## config.mk

```make
export PLATFORM = sky130hd
export DESIGN_NAME = nand_io_burst
export DESIGN_NICKNAME = d
export VERILOG_FILES = /design/src/rtl/nand_io_burst.sv
export SDC_FILE = /design/constraint.sdc
export NUM_CORES = 1
export LEC_CHECK = 0
export CORE_ASPECT_RATIO = 1.75
export CORE_MARGIN = 2
export CORE_UTILIZATION = 50
export DETAILED_ROUTE_END_ITERATION = 12
export PLACE_DENSITY_LB_ADDON = 0.25
export SLEW_MARGIN = 20
export SYNTH_ARGS = -nofsm -noshare
export SYNTH_HDL_FRONTEND = slang
export SYNTH_SLANG_ARGS = --single-unit
```

## constraint.sdc

```tcl
create_clock -name clk -period 3.1 [get_ports clk]
set_input_delay 0.465 -clock clk [delete_from_list [all_inputs] [get_ports clk]]
set_output_delay 0.465 -clock clk [all_outputs]
set_load 0.02 [all_outputs]
```

## src/rtl/nand_io_burst.sv

```systemverilog
// NAND data-bus IO engine: programmable-timing RE#/WE# strobes, multi-word bursts,
// host write handshake, 8/16-bit bus mode and abort.
module nand_io_burst #(
    parameter int DATA_W = 16,
    parameter int CNT_W  = 12,
    parameter int DLY_W  = 8
) (
    input  logic              clk,
    input  logic              reset,
    input  logic              activate,
    input  logic              io_type,
    input  logic [CNT_W-1:0]  burst_len,
    input  logic [DLY_W-1:0]  t_low,
    input  logic [DLY_W-1:0]  t_high,
    input  logic              wide,
    input  logic              abort,
    input  logic [DATA_W-1:0] data_in,
    input  logic [DATA_W-1:0] wr_data,
    input  logic              wr_valid,
    output logic              wr_ready,
    output logic [DATA_W-1:0] rd_data,
    output logic              rd_valid,
    output logic [DATA_W-1:0] data_out,
    output logic              bus_oe,
    output logic              io_ctrl,
    output logic              busy,
    output logic              done
);

    typedef enum logic [1:0] {IDLE, FETCH, LOW, HIGH} state_t;

    // On an 8-bit build this mask is all ones, so narrow mode has no effect.
    localparam logic [DATA_W-1:0] LO_MASK = DATA_W'(8'hFF);

    function automatic logic [DATA_W-1:0] bus_mask(input logic [DATA_W-1:0] w,
                                                   input logic wd);
        return wd ? w : (w & LO_MASK);
    endfunction

    function automatic logic [DLY_W-1:0] dly_sat(input logic [DLY_W-1:0] v);
        return (v == '0) ? DLY_W'(1) : v;
    endfunction

    state_t             state_q, state_d;
    logic [CNT_W-1:0]   cnt_q, cnt_d;
    logic [DLY_W-1:0]   dly_q, dly_d;
    logic [DLY_W-1:0]   tl_q, tl_d, th_q, th_d;
    logic               is_rd_q, is_rd_d, wide_q, wide_d;
    logic [DATA_W-1:0]  rd_data_d, data_out_d;
    logic               wr_ready_d, rd_valid_d, bus_oe_d, io_ctrl_d, busy_d, done_d;

    always_comb begin
        state_d    = state_q;
        cnt_d      = cnt_q;
        dly_d      = dly_q;
        tl_d       = tl_q;
        th_d       = th_q;
        is_rd_d    = is_rd_q;
        wide_d     = wide_q;
        rd_data_d  = rd_data;
        data_out_d = data_out;
        wr_ready_d = 1'b0;
        rd_valid_d = 1'b0;
        bus_oe_d   = bus_oe;
        io_ctrl_d  = io_ctrl;
        busy_d     = busy;
        done_d     = 1'b0;

        case (state_q)
            IDLE: begin
                if (activate) begin
                    tl_d    = dly_sat(t_low);
                    th_d    = dly_sat(t_high);
                    is_rd_d = io_type;
                    wide_d  = wide;
                    cnt_d   = (burst_len == '0) ? CNT_W'(1) : burst_len;
                    busy_d  = 1'b1;
                    if (io_type) begin
                        state_d   = LOW;
                        io_ctrl_d = 1'b0;
                        dly_d     = dly_sat(t_low) - DLY_W'(1);
                    end else begin
                        state_d    = FETCH;
                        wr_ready_d = 1'b1;
                    end
                end
            end
            FETCH: begin
                wr_ready_d = 1'b1;
                if (wr_valid && wr_ready) begin
                    data_out_d = bus_mask(wr_data, wide_q);
                    bus_oe_d   = 1'b1;
                    wr_ready_d = 1'b0;
                    state_d    = LOW;
                    io_ctrl_d  = 1'b0;
                    dly_d      = tl_q - DLY_W'(1);
                end
            end
            LOW: begin
                if (dly_q == '0) begin
                    state_d   = HIGH;
                    io_ctrl_d = 1'b1;
                    dly_d     = th_q - DLY_W'(1);
                    if (is_rd_q) begin
                        rd_data_d  = bus_mask(data_in, wide_q);
                        rd_valid_d = 1'b1;
                    end
                end else begin
                    dly_d = dly_q - DLY_W'(1);
                end
            end
            HIGH: begin
                if (dly_q == '0) begin
                    cnt_d = cnt_q - CNT_W'(1);
                    if (cnt_q == CNT_W'(1)) begin
                        state_d    = IDLE;
                        done_d     = 1'b1;
                        busy_d     = 1'b0;
                        bus_oe_d   = 1'b0;
                        data_out_d = '0;
                    end else if (is_rd_q) begin
                        state_d   = LOW;
                        io_ctrl_d = 1'b0;
                        dly_d     = tl_q - DLY_W'(1);
                    end else begin
                        state_d    = FETCH;
                        wr_ready_d = 1'b1;
                    end
                end else begin
                    dly_d = dly_q - DLY_W'(1);
                end
            end
            default: state_d = IDLE;
        endcase

        // Abort overrides whatever the state logic decided, including a capture.
        if (abort && (state_q != IDLE)) begin
            state_d    = IDLE;
            io_ctrl_d  = 1'b1;
            bus_oe_d   = 1'b0;
            wr_ready_d = 1'b0;
            busy_d     = 1'b0;
            done_d     = 1'b0;
            rd_valid_d = 1'b0;
            rd_data_d  = rd_data;
            data_out_d = '0;
        end
    end

    always_ff @(posedge clk or posedge reset) begin
        if (reset) begin
            state_q  <= IDLE;
            cnt_q    <= '0;
            dly_q    <= '0;
            tl_q     <= '0;
            th_q     <= '0;
            is_rd_q  <= 1'b0;
            wide_q   <= 1'b0;
            rd_data  <= '0;
            data_out <= '0;
            wr_ready <= 1'b0;
            rd_valid <= 1'b0;
            bus_oe   <= 1'b0;
            io_ctrl  <= 1'b1;
            busy     <= 1'b0;
            done     <= 1'b0;
        end else begin
            state_q  <= state_d;
            cnt_q    <= cnt_d;
            dly_q    <= dly_d;
            tl_q     <= tl_d;
            th_q     <= th_d;
            is_rd_q  <= is_rd_d;
            wide_q   <= wide_d;
            rd_data  <= rd_data_d;
            data_out <= data_out_d;
            wr_ready <= wr_ready_d;
            rd_valid <= rd_valid_d;
            bus_oe   <= bus_oe_d;
            io_ctrl  <= io_ctrl_d;
            busy     <= busy_d;
            done     <= done_d;
        end
    end

endmodule
```

==> metrics.md <==
| Metric | Value |
|---|---|
| Tightest Pin Transition | `~900 ps` |
| GRT Util Overall | `25.4%` |
| Syn avg cell area | `8.77 um^2` |
| Worst flop-to-flop path startpoint | `dly_q[3]$_DFFE_PP0P_` |
| Final #Nets | `662` |
| Share of cells above drive strength 1 | `between 7 and 8%` |
| Clock-pin slew on the worst setup and hold paths | `~60 ps` |
| Leak | `2.44 nW` |
| Period utilization | `81.6%` |
| DRC | `0` |
| Area of the die | `~9300 um^2` |
| CTS hold repair buffers | `0` |
| Relative slew slack | `about two fifths` |
| Most frequent cells in the layout | `nand2_1, clkdlybuf4s50_1, dfrtp_1` |
| Post-CTS Resized | `0` |
| Antenna diodes | `0` |
| DRT iter0 DRCs | `between 200 and 250` |
| Pwr Total | `about 4.5 mW` |
| Worst hold path type | `flop to flop` |
| Worst-path cell with the longest stage delay | `nor3_1` |
| Critical Path Sink Type | `flop` |
| Hold slack | `between 400 and 500 ps` |
| Pint | `between 2 and 3 mW` |
| Yosys cell types | `55` |
| CP endpoint | `cnt_q[10]$_DFFE_PP0P_` |
| Reg2reg setup slack | `between 500 and 600 ps` |
| Startpoint Class | `flop` |
| Gr ovfl total | `0` |
| Asr flop ratio synth | `100%` |
| Outcome | `finished, final reports clean` |
| Most used routing layer in global routing | `met2` |
| Sw power | `~1.7 mW` |
| Vias in the first global route | `~4000` |
| Final WS setup | `570 ps` |
| First-pass GRT wire length | `around 18 mm` |
| Max H-tree Level | `3` |
| Switch share | `between 30 and 40%` |
| Worst setup path class | `flop to flop` |
| Initial Util | `about half` |
| Initial antenna violation count | `0` |
| Pwr dens | `a little under 800 nW/um^2` |
| Core Area | `just over 8000 um^2` |
| Syn nets | `approximately 560` |
| Setup Viol. Count Final | `0` |
| Placement Rows | `44` |
| Setup TNS | `0 ps` |
| CTS tree | `done` |
| Critical path launch point | `dly_q[3]$_DFFE_PP0P_` |
| Largest net degree at the start of global routing | `50` |
| Worst VDD drop | `0.000493 V` |
| DRT Pass-1 Iters | `5` |
| Vias | `4067` |
| Sequential area share after synthesis | `45.8%` |
| Maxcap violations | `0` |
| Non-filler cells in the finished layout | `about 700` |
| Peak per-stage delay on the critical path | `between 600 and 700 ps` |
| Inserted Clock Buffers | `9` |
| Area Overhead vs Synth | `34.6%` |
| Most common cell after layout, fill and taps aside | `nand2_1` |
| Final antenna-violating net count | `0` |
| CTS max path bufs | `2` |
| Final hold vios | `0` |
| Via density | `5.75` |
| R2r endpoint | `cnt_q[10]$_DFFE_PP0P_` |
| Critical path's top delay family | `simple AND/OR/NAND/NOR gates` |
| Clock Sinks | `78` |
| I/O Buffers | `104` |
| Crit-path max FO | `9` |
| Placed Instances | `slightly below 700` |
| GRT met1 Usage | `28.2%` |
| Top-Level Pins | `roughly 110` |
| Yosys reg bits | `78` |
| Clk root buf | `clkbuf_16` |
| WL/cell | `~16 um` |
| WP buf/inv | `0` |
| Prevailing post-synth register cell | `dfrtp_1` |
| Die height | `126 um` |
| Reg power frac | `38.3%` |
| Worst path depth | `5` |
| RSZ-0062 raised after global routing | `false` |
| Design Area, Final | `roughly 5700 um^2` |
| Warnings from Yosys | `0` |
| Clk network pwr share | `between 20% and 30%` |
| HP Start | `rd_data[9]$_DFFE_PP0P_` |
| Final WL | `between 10 and 15 mm` |
| Worst EP arrival | `between 2000 and 3000 ps` |
| Post-DP HPWL | `roughly 8.3 mm` |
| CP required | `approximately 3400 ps` |
| Combinational Power Share | `between 30 and 40%` |
| Register Area | `approximately 2000 um^2` |
| Pre-CTS setup slack | `582 ps` |
| Mapped cell area | `around 4300 um^2` |
| Min Tclk post-route | `roughly 2500 ps` |
| Die X | `between 70 and 80 um` |
| RePlAce Congestion | `0.912` |
| FMAX | `0.395 GHz` |
| Post-CTS Setup Bufs | `0` |
| Met2 usage | `roughly 45%` |
| Multi-input gate area | `2150 um^2` |
| Clk_lat worst skew | `roughly 340 ps` |
| Worst reg-to-reg path cell count | `5` |
| Dpl cell area | `about 5400 um^2` |
| Met3 Use GR | `under 10%` |
| Number of synthesized flops with an enable pin | `0` |
| Slew Viols, Final | `0` |
| Syn Inst Count | `just under 500` |
| Fill count | `between 600 and 700` |
| Worst path cell trace | `nor3_1 > nand2_1 > o21ai_1 > o21a_1 > o22a_1` |
| Clk_skew | `roughly 5.3 ps` |
| Fin util | `69.1%` |
## kinds of logic after synthesis
| kind of cell | after synthesis | synth area share, % |
|---|---|---|
| flops | 78 | 45.8 |
| simple gates | 214 | 24.2 |
| fa+ha+maj | 7 | 2.05 |
| compound gates | 126 | 18.7 |
| buf+inv | 39 | 4.01 |
| xor+xnor | 13 | 2.67 |
| mux | 10 | 2.58 |
## Yosys cell counts, types with 2 or more instances
library cell	count	area, um^2
a211oi_1	4	30.0
a21oi_1	26	130
a22o_1	10	87.6
a22oi_1	5	37.5
a31oi_1	9	56.3
and2_1	2	12.5
buf_1	2	7.51
buf_2	7	35.0
buf_6	2	22.5
clkbuf_1	11	41.3
dfrtp_1	77	1930
ha_1	7	87.6
inv_1	15	56.3
mux2_2	8	90.1
mux2i_1	2	20.0
nand2_1	105	394
nand2b_1	8	50.1
nand3_1	14	70.1
nand3b_1	2	15.0
nor2_1	22	82.6
nor2b_1	3	18.8
nor3_1	22	110
nor3b_1	3	22.5
nor4_1	8	50.1
nor4b_1	2	17.5
o21a_1	4	30.0
o21ai_0	33	165
o21ai_1	7	35.0
o221ai_1	2	17.5
o22a_1	2	17.5
o22ai_1	8	50.1
o311ai_0	2	17.5
o31a_1	2	17.5
o31ai_1	5	37.5
or2_2	2	12.5
or3_1	12	75.1
or4_1	3	22.5
xnor2_1	7	61.3
xor2_1	6	52.6
## how the worst min path moves through the flow
stage | to | depth (start not counted) | slack [ps]
after floorplan | dly_q[1]$_DFFE_PP0P_ | 2 | 460
after CTS | rd_data[8]$_DFFE_PP0P_ | 2 | 480
final | rd_data[9]$_DFFE_PP0P_ | 2 | 470
after detailed placement | rd_data[0]$_DFFE_PP0P_ | 2 | 460
after global placement | rd_data[14]$_DFFE_PP0P_ | 2 | 450
after global routing | rd_data[10]$_DFFE_PP0P_ | 2 | 490
## metal layers
layer / part of all wire (%) / wire length (um)
met1: 38 / 4210
met2: 54 / 5990
met3: 4.8 / 533
met4: 4.0 / 449
met5: 0 / 0
## tightest hold or removal path, stage by stage (launching register included)
cell	delay, ps
dfrtp_1	340
nand2_1	50
nand2_1	50
## sequential cells by signal (all words and copies together) (netlist names)
signal,flops
data_out,16
rd_data,16
cnt_q,12
dly_q,8
th_q,8
tl_q,8
state_q,2
bus_oe,1
busy,1
done,1
io_ctrl,1
is_rd_q,1
rd_valid,1
wide_q,1
wr_ready,1
## power by group through the flow
stage | registers, mW | clock network (mW) | logic, mW
global placement | 1.73 | 0 | 1.62
global route | 1.79 | 1.19 | 1.86
detailed placement | 1.75 | 0 | 1.66
finish | 1.74 | 1.13 | 1.67
floorplan | 1.72 | 0 | 1.09
CTS | 1.73 | 1.15 | 1.67
## cell type report
class / count / share of cell area [%]
Multi-Input combinational cell: 370 / 37.4
Inverter: 17 / 1.13
Sequential cell: 78 / 34.0
Timing Repair Buffer: 112 / 19.4
Clock buffer: 10 / 4.16
Tap cell: 115 / 2.50
Clock inverter: 5 / 1.44
No activity file was read; power rests on OpenSTA's default activity.
